## config.mk

```make
export PLATFORM = sky130hd
export DESIGN_NAME = qdr_frame_rx_flat
export DESIGN_NICKNAME = d
export VERILOG_FILES = /design/src/rtl/qdr_lvds_pkg.sv /design/src/rtl/qdr_frame_rx_if.sv /design/src/rtl/qdr_sync.sv /design/src/rtl/qdr_frame_rx.sv /design/src/flat_wrapper.sv
export SDC_FILE = /design/constraint.sdc
export NUM_CORES = 1
export LEC_CHECK = 0
export ABC_AREA = 1
export CORE_MARGIN = 1.5
export CORE_UTILIZATION = 49
export DETAILED_ROUTE_END_ITERATION = 12
export GPL_ROUTABILITY_DRIVEN = 0
export PLACE_DENSITY_LB_ADDON = 0.25
export SLEW_MARGIN = 10
export SYNTH_ARGS = -nofsm -noshare
export SYNTH_HDL_FRONTEND = slang
export SYNTH_HIERARCHICAL = 1
export SYNTH_SLANG_ARGS = --single-unit
```

## constraint.sdc

```tcl
create_clock -name clk -period 1.48 [get_ports clk]
set_input_delay 0.37 -clock clk [delete_from_list [all_inputs] [get_ports clk]]
set_output_delay 0.37 -clock clk [all_outputs]
set_load 0.1 [all_outputs]
```

## src/rtl/qdr_lvds_pkg.sv

```systemverilog
// Shared definitions for the 4-lane DA/DAFRAME/DACLK link (transmitter and receiver).
package qdr_lvds_pkg;

   localparam int unsigned NIBBLE_W = 4;
   localparam int unsigned WORD_W   = 14;
   localparam int unsigned PAD_W    = 2;
   localparam int unsigned NIBBLES  = 4;

   // DAFRAME level per nibble slot, MSB is nibble 0.
   localparam logic [NIBBLES-1:0] FRAME_PATTERN = 4'b1100;

   typedef enum logic [2:0] {
      HUNT,
      N0,
      N1,
      N2,
      N3
   } rx_state_t;

   // Expected DAFRAME level for nibble slot idx.
   function automatic logic frame_bit(input logic [1:0] idx);
      return FRAME_PATTERN[2'd3 - idx];
   endfunction

endpackage

```

## src/rtl/qdr_frame_rx_if.sv

```systemverilog
// Link-side and delivery-side signals of the frame receiver.
interface qdr_frame_rx_if #(
   parameter int unsigned ERR_CNT_W = 8
);
   import qdr_lvds_pkg::*;

   logic                  DACLK;
   logic [NIBBLE_W-1:0]   DA;
   logic                  DAFRAME;

   logic [WORD_W-1:0]     data_out;
   logic                  data_valid;
   logic                  locked;
   logic                  frame_err;
   logic                  pad_err;
   logic [ERR_CNT_W-1:0]  err_count;

   // Master drives the link and observes the delivered words.
   modport master (
      output DACLK, DA, DAFRAME,
      input  data_out, data_valid, locked, frame_err, pad_err, err_count
   );

   // Slave is the receiver.
   modport slave (
      input  DACLK, DA, DAFRAME,
      output data_out, data_valid, locked, frame_err, pad_err, err_count
   );

endinterface

```

## src/rtl/qdr_sync.sv

```systemverilog
// Multi-stage flop-chain synchroniser for asynchronous inputs.
module qdr_sync #(
   parameter int unsigned WIDTH  = 1,
   parameter int unsigned STAGES = 2
) (
   input  logic             clk,
   input  logic             reset,
   input  logic [WIDTH-1:0] din,
   output logic [WIDTH-1:0] dout
);

   logic [STAGES*WIDTH-1:0] chain_q;

   generate
      if (STAGES == 1) begin : g_single
         // Single-stage capture.
         always_ff @(posedge clk or posedge reset) begin
            if (reset) chain_q <= '0;
            else       chain_q <= din;
         end
      end else begin : g_chain
         // Shift new sample in at the low end, oldest stage at the top.
         always_ff @(posedge clk or posedge reset) begin
            if (reset) chain_q <= '0;
            else       chain_q <= {chain_q[(STAGES-1)*WIDTH-1:0], din};
         end
      end
   endgenerate

   assign dout = chain_q[STAGES*WIDTH-1 -: WIDTH];

endmodule

```

## src/rtl/qdr_frame_rx.sv

```systemverilog
// Receive side of the 4-lane link: synchronises DACLK/DA/DAFRAME, aligns on the frame
// marker and reassembles 14-bit words, reporting lock and frame/pad errors.
module qdr_frame_rx
   import qdr_lvds_pkg::*;
#(
   parameter int unsigned SYNC_STAGES = 2,
   parameter int unsigned LOCK_WORDS  = 2,
   parameter int unsigned TIMEOUT_CYC = 64,
   parameter int unsigned ERR_CNT_W   = 8
) (
   input logic           clk,
   input logic           reset,
   qdr_frame_rx_if.slave link
);

   localparam int unsigned GOOD_W = $clog2(LOCK_WORDS + 1);
   localparam int unsigned TMO_W  = $clog2(TIMEOUT_CYC + 1);
   localparam logic [GOOD_W-1:0] LOCK_TGT = GOOD_W'(LOCK_WORDS);
   localparam logic [TMO_W-1:0]  TMO_MAX  = TMO_W'(TIMEOUT_CYC);
   localparam logic [TMO_W-1:0]  TMO_LAST = TMO_W'(TIMEOUT_CYC - 1);

   localparam int unsigned SYNC_W = NIBBLE_W + 2;

   logic [SYNC_W-1:0]    sync_in;
   logic [SYNC_W-1:0]    sync_out;
   logic                 s_daclk;
   logic                 s_frame;
   logic [NIBBLE_W-1:0]  s_da;

   logic                 daclk_prev_q;
   logic                 sample_evt;
   logic                 prev_frame_q;

   rx_state_t            state_q, state_d;
   logic                 store_n0, store_n1, store_n2;
   logic                 word_done;
   logic                 frame_err_d;

   logic [NIBBLE_W-1:0]  n0_q, n1_q, n2_q;
   logic [GOOD_W-1:0]    good_cnt_q;
   logic [GOOD_W-1:0]    good_inc;
   logic                 locked_q;
   logic                 deliver;

   logic [TMO_W-1:0]     tmo_cnt_q;
   logic                 tmo_hit;

   logic [WORD_W-1:0]    data_out_q;
   logic                 data_valid_q;
   logic                 pad_err_q;
   logic                 frame_err_q;
   logic [ERR_CNT_W-1:0] err_cnt_q;

   assign sync_in = {link.DACLK, link.DAFRAME, link.DA};

   qdr_sync #(
      .WIDTH  (SYNC_W),
      .STAGES (SYNC_STAGES)
   ) u_sync (
      .clk   (clk),
      .reset (reset),
      .din   (sync_in),
      .dout  (sync_out)
   );

   assign s_daclk = sync_out[SYNC_W-1];
   assign s_frame = sync_out[SYNC_W-2];
   assign s_da    = sync_out[NIBBLE_W-1:0];

   // DACLK falling edge lands mid-nibble, where DA/DAFRAME are stable.
   assign sample_evt = daclk_prev_q & ~s_daclk;

   // Edge-detect history and previous-sample frame level.
   always_ff @(posedge clk or posedge reset) begin
      if (reset) begin
         daclk_prev_q <= 1'b0;
         prev_frame_q <= 1'b0;
      end else begin
         daclk_prev_q <= s_daclk;
         if (sample_evt) prev_frame_q <= s_frame;
      end
   end

   // Counter reaches TMO_MAX on this cycle; a sample event in the same cycle takes priority.
   assign tmo_hit = !sample_evt && (tmo_cnt_q == TMO_LAST);

   // Timeout counter: cleared by each sample event, holds once it reaches the limit.
   always_ff @(posedge clk or posedge reset) begin
      if (reset) begin
         tmo_cnt_q <= '0;
      end else if (sample_evt) begin
         tmo_cnt_q <= '0;
      end else if (tmo_cnt_q != TMO_MAX) begin
         tmo_cnt_q <= tmo_cnt_q + TMO_W'(1);
      end
   end

   // Alignment FSM state register.
   always_ff @(posedge clk or posedge reset) begin
      if (reset) state_q <= HUNT;
      else       state_q <= state_d;
   end

   // Next-state: check each sampled DAFRAME level against the marker pattern.
   always_comb begin
      state_d     = state_q;
      store_n0    = 1'b0;
      store_n1    = 1'b0;
      store_n2    = 1'b0;
      word_done   = 1'b0;
      frame_err_d = 1'b0;
      if (sample_evt) begin
         case (state_q)
            HUNT: begin
               if (s_frame && !prev_frame_q) begin
                  store_n0 = 1'b1;
                  state_d  = N1;
               end
            end
            N0: begin
               if (s_frame == frame_bit(2'd0)) begin
                  store_n0 = 1'b1;
                  state_d  = N1;
               end else begin
                  frame_err_d = 1'b1;
                  state_d     = HUNT;
               end
            end
            N1: begin
               if (s_frame == frame_bit(2'd1)) begin
                  store_n1 = 1'b1;
                  state_d  = N2;
               end else begin
                  frame_err_d = 1'b1;
                  state_d     = HUNT;
               end
            end
            N2: begin
               if (s_frame == frame_bit(2'd2)) begin
                  store_n2 = 1'b1;
                  state_d  = N3;
               end else begin
                  frame_err_d = 1'b1;
                  state_d     = HUNT;
               end
            end
            N3: begin
               if (s_frame == frame_bit(2'd3)) begin
                  word_done = 1'b1;
                  state_d   = N0;
               end else begin
                  frame_err_d = 1'b1;
                  state_d     = HUNT;
               end
            end
            default: state_d = HUNT;
         endcase
      end else if (tmo_hit && (state_q != HUNT)) begin
         frame_err_d = 1'b1;
         state_d     = HUNT;
      end
   end

   // Nibble capture; the last nibble is taken straight from the synchroniser.
   always_ff @(posedge clk or posedge reset) begin
      if (reset) begin
         n0_q <= '0;
         n1_q <= '0;
         n2_q <= '0;
      end else begin
         if (store_n0) n0_q <= s_da;
         if (store_n1) n1_q <= s_da;
         if (store_n2) n2_q <= s_da;
      end
   end

   assign good_inc = (good_cnt_q == LOCK_TGT) ? good_cnt_q : good_cnt_q + GOOD_W'(1);
   // The word that brings good_cnt to the target is already delivered.
   assign deliver  = word_done && (good_inc == LOCK_TGT);

   // Lock tracking: any frame error drops lock and restarts the good-word count.
   always_ff @(posedge clk or posedge reset) begin
      if (reset) begin
         good_cnt_q <= '0;
         locked_q   <= 1'b0;
      end else if (frame_err_d) begin
         good_cnt_q <= '0;
         locked_q   <= 1'b0;
      end else if (word_done) begin
         good_cnt_q <= good_inc;
         locked_q   <= (good_inc == LOCK_TGT);
      end
   end

   // Word delivery; data_out holds the last delivered word between pulses.
   always_ff @(posedge clk or posedge reset) begin
      if (reset) begin
         data_out_q   <= '0;
         data_valid_q <= 1'b0;
         pad_err_q    <= 1'b0;
      end else begin
         data_valid_q <= deliver;
         pad_err_q    <= deliver && (s_da[PAD_W-1:0] != '0);
         if (deliver) data_out_q <= {n0_q, n1_q, n2_q, s_da[NIBBLE_W-1:PAD_W]};
      end
   end

   // Frame error pulse and saturating error counter.
   always_ff @(posedge clk or posedge reset) begin
      if (reset) begin
         frame_err_q <= 1'b0;
         err_cnt_q   <= '0;
      end else begin
         frame_err_q <= frame_err_d;
         if (frame_err_d && (err_cnt_q != '1)) err_cnt_q <= err_cnt_q + ERR_CNT_W'(1);
      end
   end

   assign link.data_out   = data_out_q;
   assign link.data_valid = data_valid_q;
   assign link.locked     = locked_q;
   assign link.frame_err  = frame_err_q;
   assign link.pad_err    = pad_err_q;
   assign link.err_count  = err_cnt_q;

endmodule

```

## src/flat_wrapper.sv

```systemverilog
// flat-port wrapper written by rule: the top's interface ports become plain ports
module qdr_frame_rx_flat import qdr_lvds_pkg::*;
#(
   parameter int unsigned SYNC_STAGES = 2,
   parameter int unsigned LOCK_WORDS  = 2,
   parameter int unsigned TIMEOUT_CYC = 64,
   parameter int unsigned ERR_CNT_W   = 8
)
  (clk, reset, link_DACLK, link_DA, link_DAFRAME, link_data_out, link_data_valid, link_locked, link_frame_err, link_pad_err, link_err_count);
  qdr_frame_rx_if #(.ERR_CNT_W(ERR_CNT_W)) link_i ();
  input logic clk;
  input logic reset;
  input wire logic [$bits(link_i.DACLK)-1:0] link_DACLK;
  input wire logic [$bits(link_i.DA)-1:0] link_DA;
  input wire logic [$bits(link_i.DAFRAME)-1:0] link_DAFRAME;
  output wire logic [$bits(link_i.data_out)-1:0] link_data_out;
  output wire logic [$bits(link_i.data_valid)-1:0] link_data_valid;
  output wire logic [$bits(link_i.locked)-1:0] link_locked;
  output wire logic [$bits(link_i.frame_err)-1:0] link_frame_err;
  output wire logic [$bits(link_i.pad_err)-1:0] link_pad_err;
  output wire logic [$bits(link_i.err_count)-1:0] link_err_count;
  assign link_i.DACLK = link_DACLK;
  assign link_i.DA = link_DA;
  assign link_i.DAFRAME = link_DAFRAME;
  assign link_data_out = link_i.data_out;
  assign link_data_valid = link_i.data_valid;
  assign link_locked = link_i.locked;
  assign link_frame_err = link_i.frame_err;
  assign link_pad_err = link_i.pad_err;
  assign link_err_count = link_i.err_count;
  qdr_frame_rx #(.SYNC_STAGES(SYNC_STAGES), .LOCK_WORDS(LOCK_WORDS), .TIMEOUT_CYC(TIMEOUT_CYC), .ERR_CNT_W(ERR_CNT_W)) u_core (.clk(clk), .reset(reset), .link(link_i));
endmodule
```

==> results by group <==
Timing
  • Final setup TNS: 0 ns
  • Period utilisation layout: roughly 96%
  • Fmax: between 0.7 and 0.8 GHz
  • Fin crit period: between 1 and 1.5 ns
  • Hold Fails Final Rpt: 0
  • Normalized max-slew margin: between 60% and 70%
  • Setup violators final: 0
  • Max Clock Skew: 0.009624 ns
  • Slew @ Worst Pin: approximately 0.46 ns
  • Slew Limit Fails: 0
  • Worst hold slack: approximately 0.35 ns

Global route
  • Initial antenna violation count: 0
  • Grt ovf: 0
  • Global-route usage over all layers: between 10% and 20%
  • First-pass GRT wire length: ~8900 um
  • Largest net degree at the start of global routing: between 50 and 60
  • Vias in the first global route: 2004

Min path
  • HP Class: register to register
  • WHS Endpoint: u_core/u_sync/chain_q[6]$_DFF_PP0_
  • Cells on Worst Hold Path: 0
  • HP Start: u_core/u_sync/chain_q[0]$_DFF_PP0_

Worst setup path
  • Critical-path top delay cell: dfrtp_1
  • Worst r2r dst: u_core/link.err_count[2]$_DFFE_PP0P_
  • CP Max Fanout: 5
  • FF-to-FF path depth: 8
  • CP delay by family, top: flip-flops
  • Crit path arrival time: between 1 and 1.5 ns
  • Worst path cell trace: buf_12
  • CP Capture Type: output port
  • Crit start category: register
  • Reg2reg start: u_core/state_q[1]$_DFFE_PP0P_
  • Bufs and invs on worst path: 1
  • Critical path type: register to output port
  • Reg2reg setup slack: ~0.057 ns
  • Slowest stage delay, CP: 0.50 ns
  • Worst endpoint required time: about 1.1 ns

Yosys
  • Synth cell types: 29
  • Sequential fraction of the synthesis area: 59.94%
  • FF+latch count, synth: 63
  • Mapped Nets: between 200 and 300
  • Post-synthesis cell count: between 200 and 300
  • Syn Area/Cell: 9.564 sq um
  • Netlist Area Pre-Place: between 0.002 and 0.003 sq mm
  • Yosys warnings: 6

Drt
  • Drt initial violations: 65
  • Vias per Instance: ~5.1
  • Final wirelength: between 5000 and 6000 um
  • Post-route ant nets: 0
  • DRC: 0
  • DRT Pass-1 Iters: 4
  • Avg WL per Cell: roughly 13 um
  • Via Count: just over 2000

Finish
  • FILL cells: 393
  • N_diodes: 0
  • Fin cells: ~410
  • Nets@finish: about 340
  • Layout cells sized above 1: 27.76%
  • Area delta synth->final: 41.48%

Clocking
  • H-tree levels: 3
  • Root buffer cell: clkbuf_8
  • Clock Pin Slew Worst Setup and Hold Paths: about 0.060 ns
  • CTS tree: built
  • Clock Tree Buf Depth: 2
  • Latest clock arrival within the worst-skew pair: about 0.34 ns
  • # clock sinks: 63
  • CTS Buf Count: 9

Run
  • MaxCap Viol Count: 0

Status
  • Outcome: completed

Place
  • Dpl hpwl: about 3500 um
  • Inst Count DP: approximately 380
  • Port bufs: 33

Die
  • I/O pins: 34
  • Row count: 26
  • Die W: approximately 76 um
  • Die Y: about 76 um
  • Die Area: about 0.0058 sq mm
  • Initial Utilization: 51.17%
  • Core area: between 0.005 and 0.006 sq mm

Power
  • Worst VDD drop: 1.481 mV
  • LEAKAGE: ~1.8 nW
  • Pwr Density: approximately 1400 mW/mm^2
layout make-up:
type                    count  area, sq um  share of cell area, %
well taps                  70        87.58                  2.354
inverters                  25        105.1                  2.824
clock buffers              12        145.1                  3.900
multi-input cells         180        974.7                  26.19
clock inverters             4        70.07                  1.883
flip-flops and latches     63         1597                  42.91
repair buffers             51        742.0                  19.94
sequential cells by signal, summed over array words and instances, names as in the netlist:
signal and count:
u_core/state_q 3, u_core/n0_q 4, u_core/good_cnt_q 2, u_core/tmo_cnt_q 7, u_core/link.data_valid 1, u_core/prev_frame_q 1
u_core/link.frame_err 1, u_core/link.data_out 14, u_core/n2_q 4, u_core/daclk_prev_q 1, u_core/n1_q 4, u_core/u_sync/chain_q 12
u_core/link.err_count 8, u_core/link.pad_err 1
layer usage:
layer,GRT usage (%),part of all wire [%]
met5,0,0
met4,9.815,1.4
met3,5.749,3.7
met2,33.84,54
met1,22.39,41
timing repair:
action / CTS / global route
buffers inserted: 0 / 6
gates resized for setup: 2 / 10
endpoints found under the setup margin: 15 / 35
pin swaps: 0 / 7
hold buffers: 0 / 0
gates cloned: 0 / 2
hold endpoints to repair: 0 / 0
how the worst max path moves through the flow:
stage	from	endpoint	slack [ns]	cells past startpoint
5_1_grt	u_core/state_q[0]$_DFFE_PP0P_	u_core/n0_q[2]$_DFFE_PP0P_	-0.04	6
2_1_floorplan	u_core/link.err_count[0]$_DFFE_PP0P_	u_core/link.err_count[7]$_DFFE_PP0P_	-0.06	7
3_5_place_dp	u_core/state_q[1]$_DFFE_PP0P_	u_core/link.data_out[3]$_DFFE_PP0P_	0.003	7
6_report	u_core/link.err_count[7]$_DFFE_PP0P_	link_err_count[7]	0.06	1
3_3_place_gp	u_core/tmo_cnt_q[0]$_DFFE_PP0P_	u_core/link.err_count[4]$_DFFE_PP0P_	0.07	8
4_1_cts	u_core/tmo_cnt_q[0]$_DFFE_PP0P_	u_core/link.err_count[2]$_DFFE_PP0P_	0.005	8
synthesized netlist by cell type:
| library cell | instances | area [sq um] |
|---|---|---|
| dfrtp_1 | 63 | 1577 |
| nand4_1 | 2 | 12.51 |
| o21ai_1 | 1 | 5.000 |
| xnor2_1 | 2 | 17.52 |
| a21oi_2 | 1 | 8.760 |
| a31oi_1 | 1 | 6.260 |
| o211ai_1 | 1 | 7.510 |
| nand3_1 | 22 | 110.1 |
| inv_4 | 1 | 6.260 |
| inv_1 | 23 | 86.33 |
| nand2_2 | 1 | 6.260 |
| ha_1 | 4 | 50.05 |
| nor2_2 | 2 | 12.51 |
| clkinv_2 | 1 | 5.000 |
| nand4_2 | 1 | 12.51 |
| nand2_4 | 1 | 11.26 |
| and3_1 | 1 | 6.260 |
| nand2_1 | 91 | 341.6 |
| nor3_4 | 1 | 16.27 |
| nor3_1 | 2 | 10.01 |
| nand3_2 | 2 | 20.02 |
| buf_6 | 2 | 22.52 |
| nor2_4 | 2 | 22.52 |
| nand3b_1 | 1 | 7.510 |
| buf_4 | 7 | 52.55 |
| a21oi_1 | 5 | 25.02 |
| xor2_1 | 4 | 35.03 |
| o21ai_0 | 19 | 95.09 |
| nor2_1 | 11 | 41.29 |
cell usage in the layout, fill, tap and decap left out, types with 2 or more instances in the layout:
cell / netlist / layout
nor2_4: 2 / 5
clkdlybuf4s50_1: 0 / 7
buf_4: 7 / 16
buf_12: 0 / 27
clkbuf_8: 0 / 10
o21ai_0: 19 / 18
ha_4: 0 / 2
dfrtp_1: 63 / 53
nand2_4: 1 / 2
nand4_1: 2 / 2
clkinv_2: 1 / 2
nor3_1: 2 / 2
nand3_1: 22 / 20
a21oi_1: 5 / 5
dfrtp_4: 0 / 3
nand2_2: 1 / 3
nand3_2: 2 / 3
xnor2_1: 2 / 2
nand2_1: 91 / 90
o21ai_1: 1 / 2
inv_1: 23 / 21
dfrtp_2: 0 / 7
bufinv_16: 0 / 2
xor2_1: 4 / 4
clkbuf_1: 0 / 2
nor2_1: 11 / 9
where the power goes:
part	total (mW)	switching [mW]	internal (mW)	leakage, nW
clock network	1.62	0.625	0.990	0.110
registers	2.29	0.276	2.02	0.811
logic	1.44	0.863	0.576	0.882
stage by stage:
step / cell area [sq um] / setup WS (ns) / total power [mW] / util (%)
3_3_place_gp: 3417 / 0.06576 / 3.564 / 66.48
5_1_grt: 3721 / -0.03952 / 5.614 / 72.40
2_1_floorplan: 2704 / -0.05663 / 3.118 / -
6_report: 3721 / 0.05744 / 5.346 / 72.40
4_1_cts: 3631 / 0.004570 / 5.264 / 70.64
3_5_place_dp: 3417 / 0.002845 / 3.629 / 66.48
logic make-up after synthesis:
kind of cell	synth area share [%]
xor gates and xnor gates	1.998
adders and majority gates	1.903
and+or+nand+nor	23.98
buffers and inverters	6.565
AOI/OAI and AO/OA	5.614
DFF	59.94
Note: power is estimated with default switching activity, not from simulation.
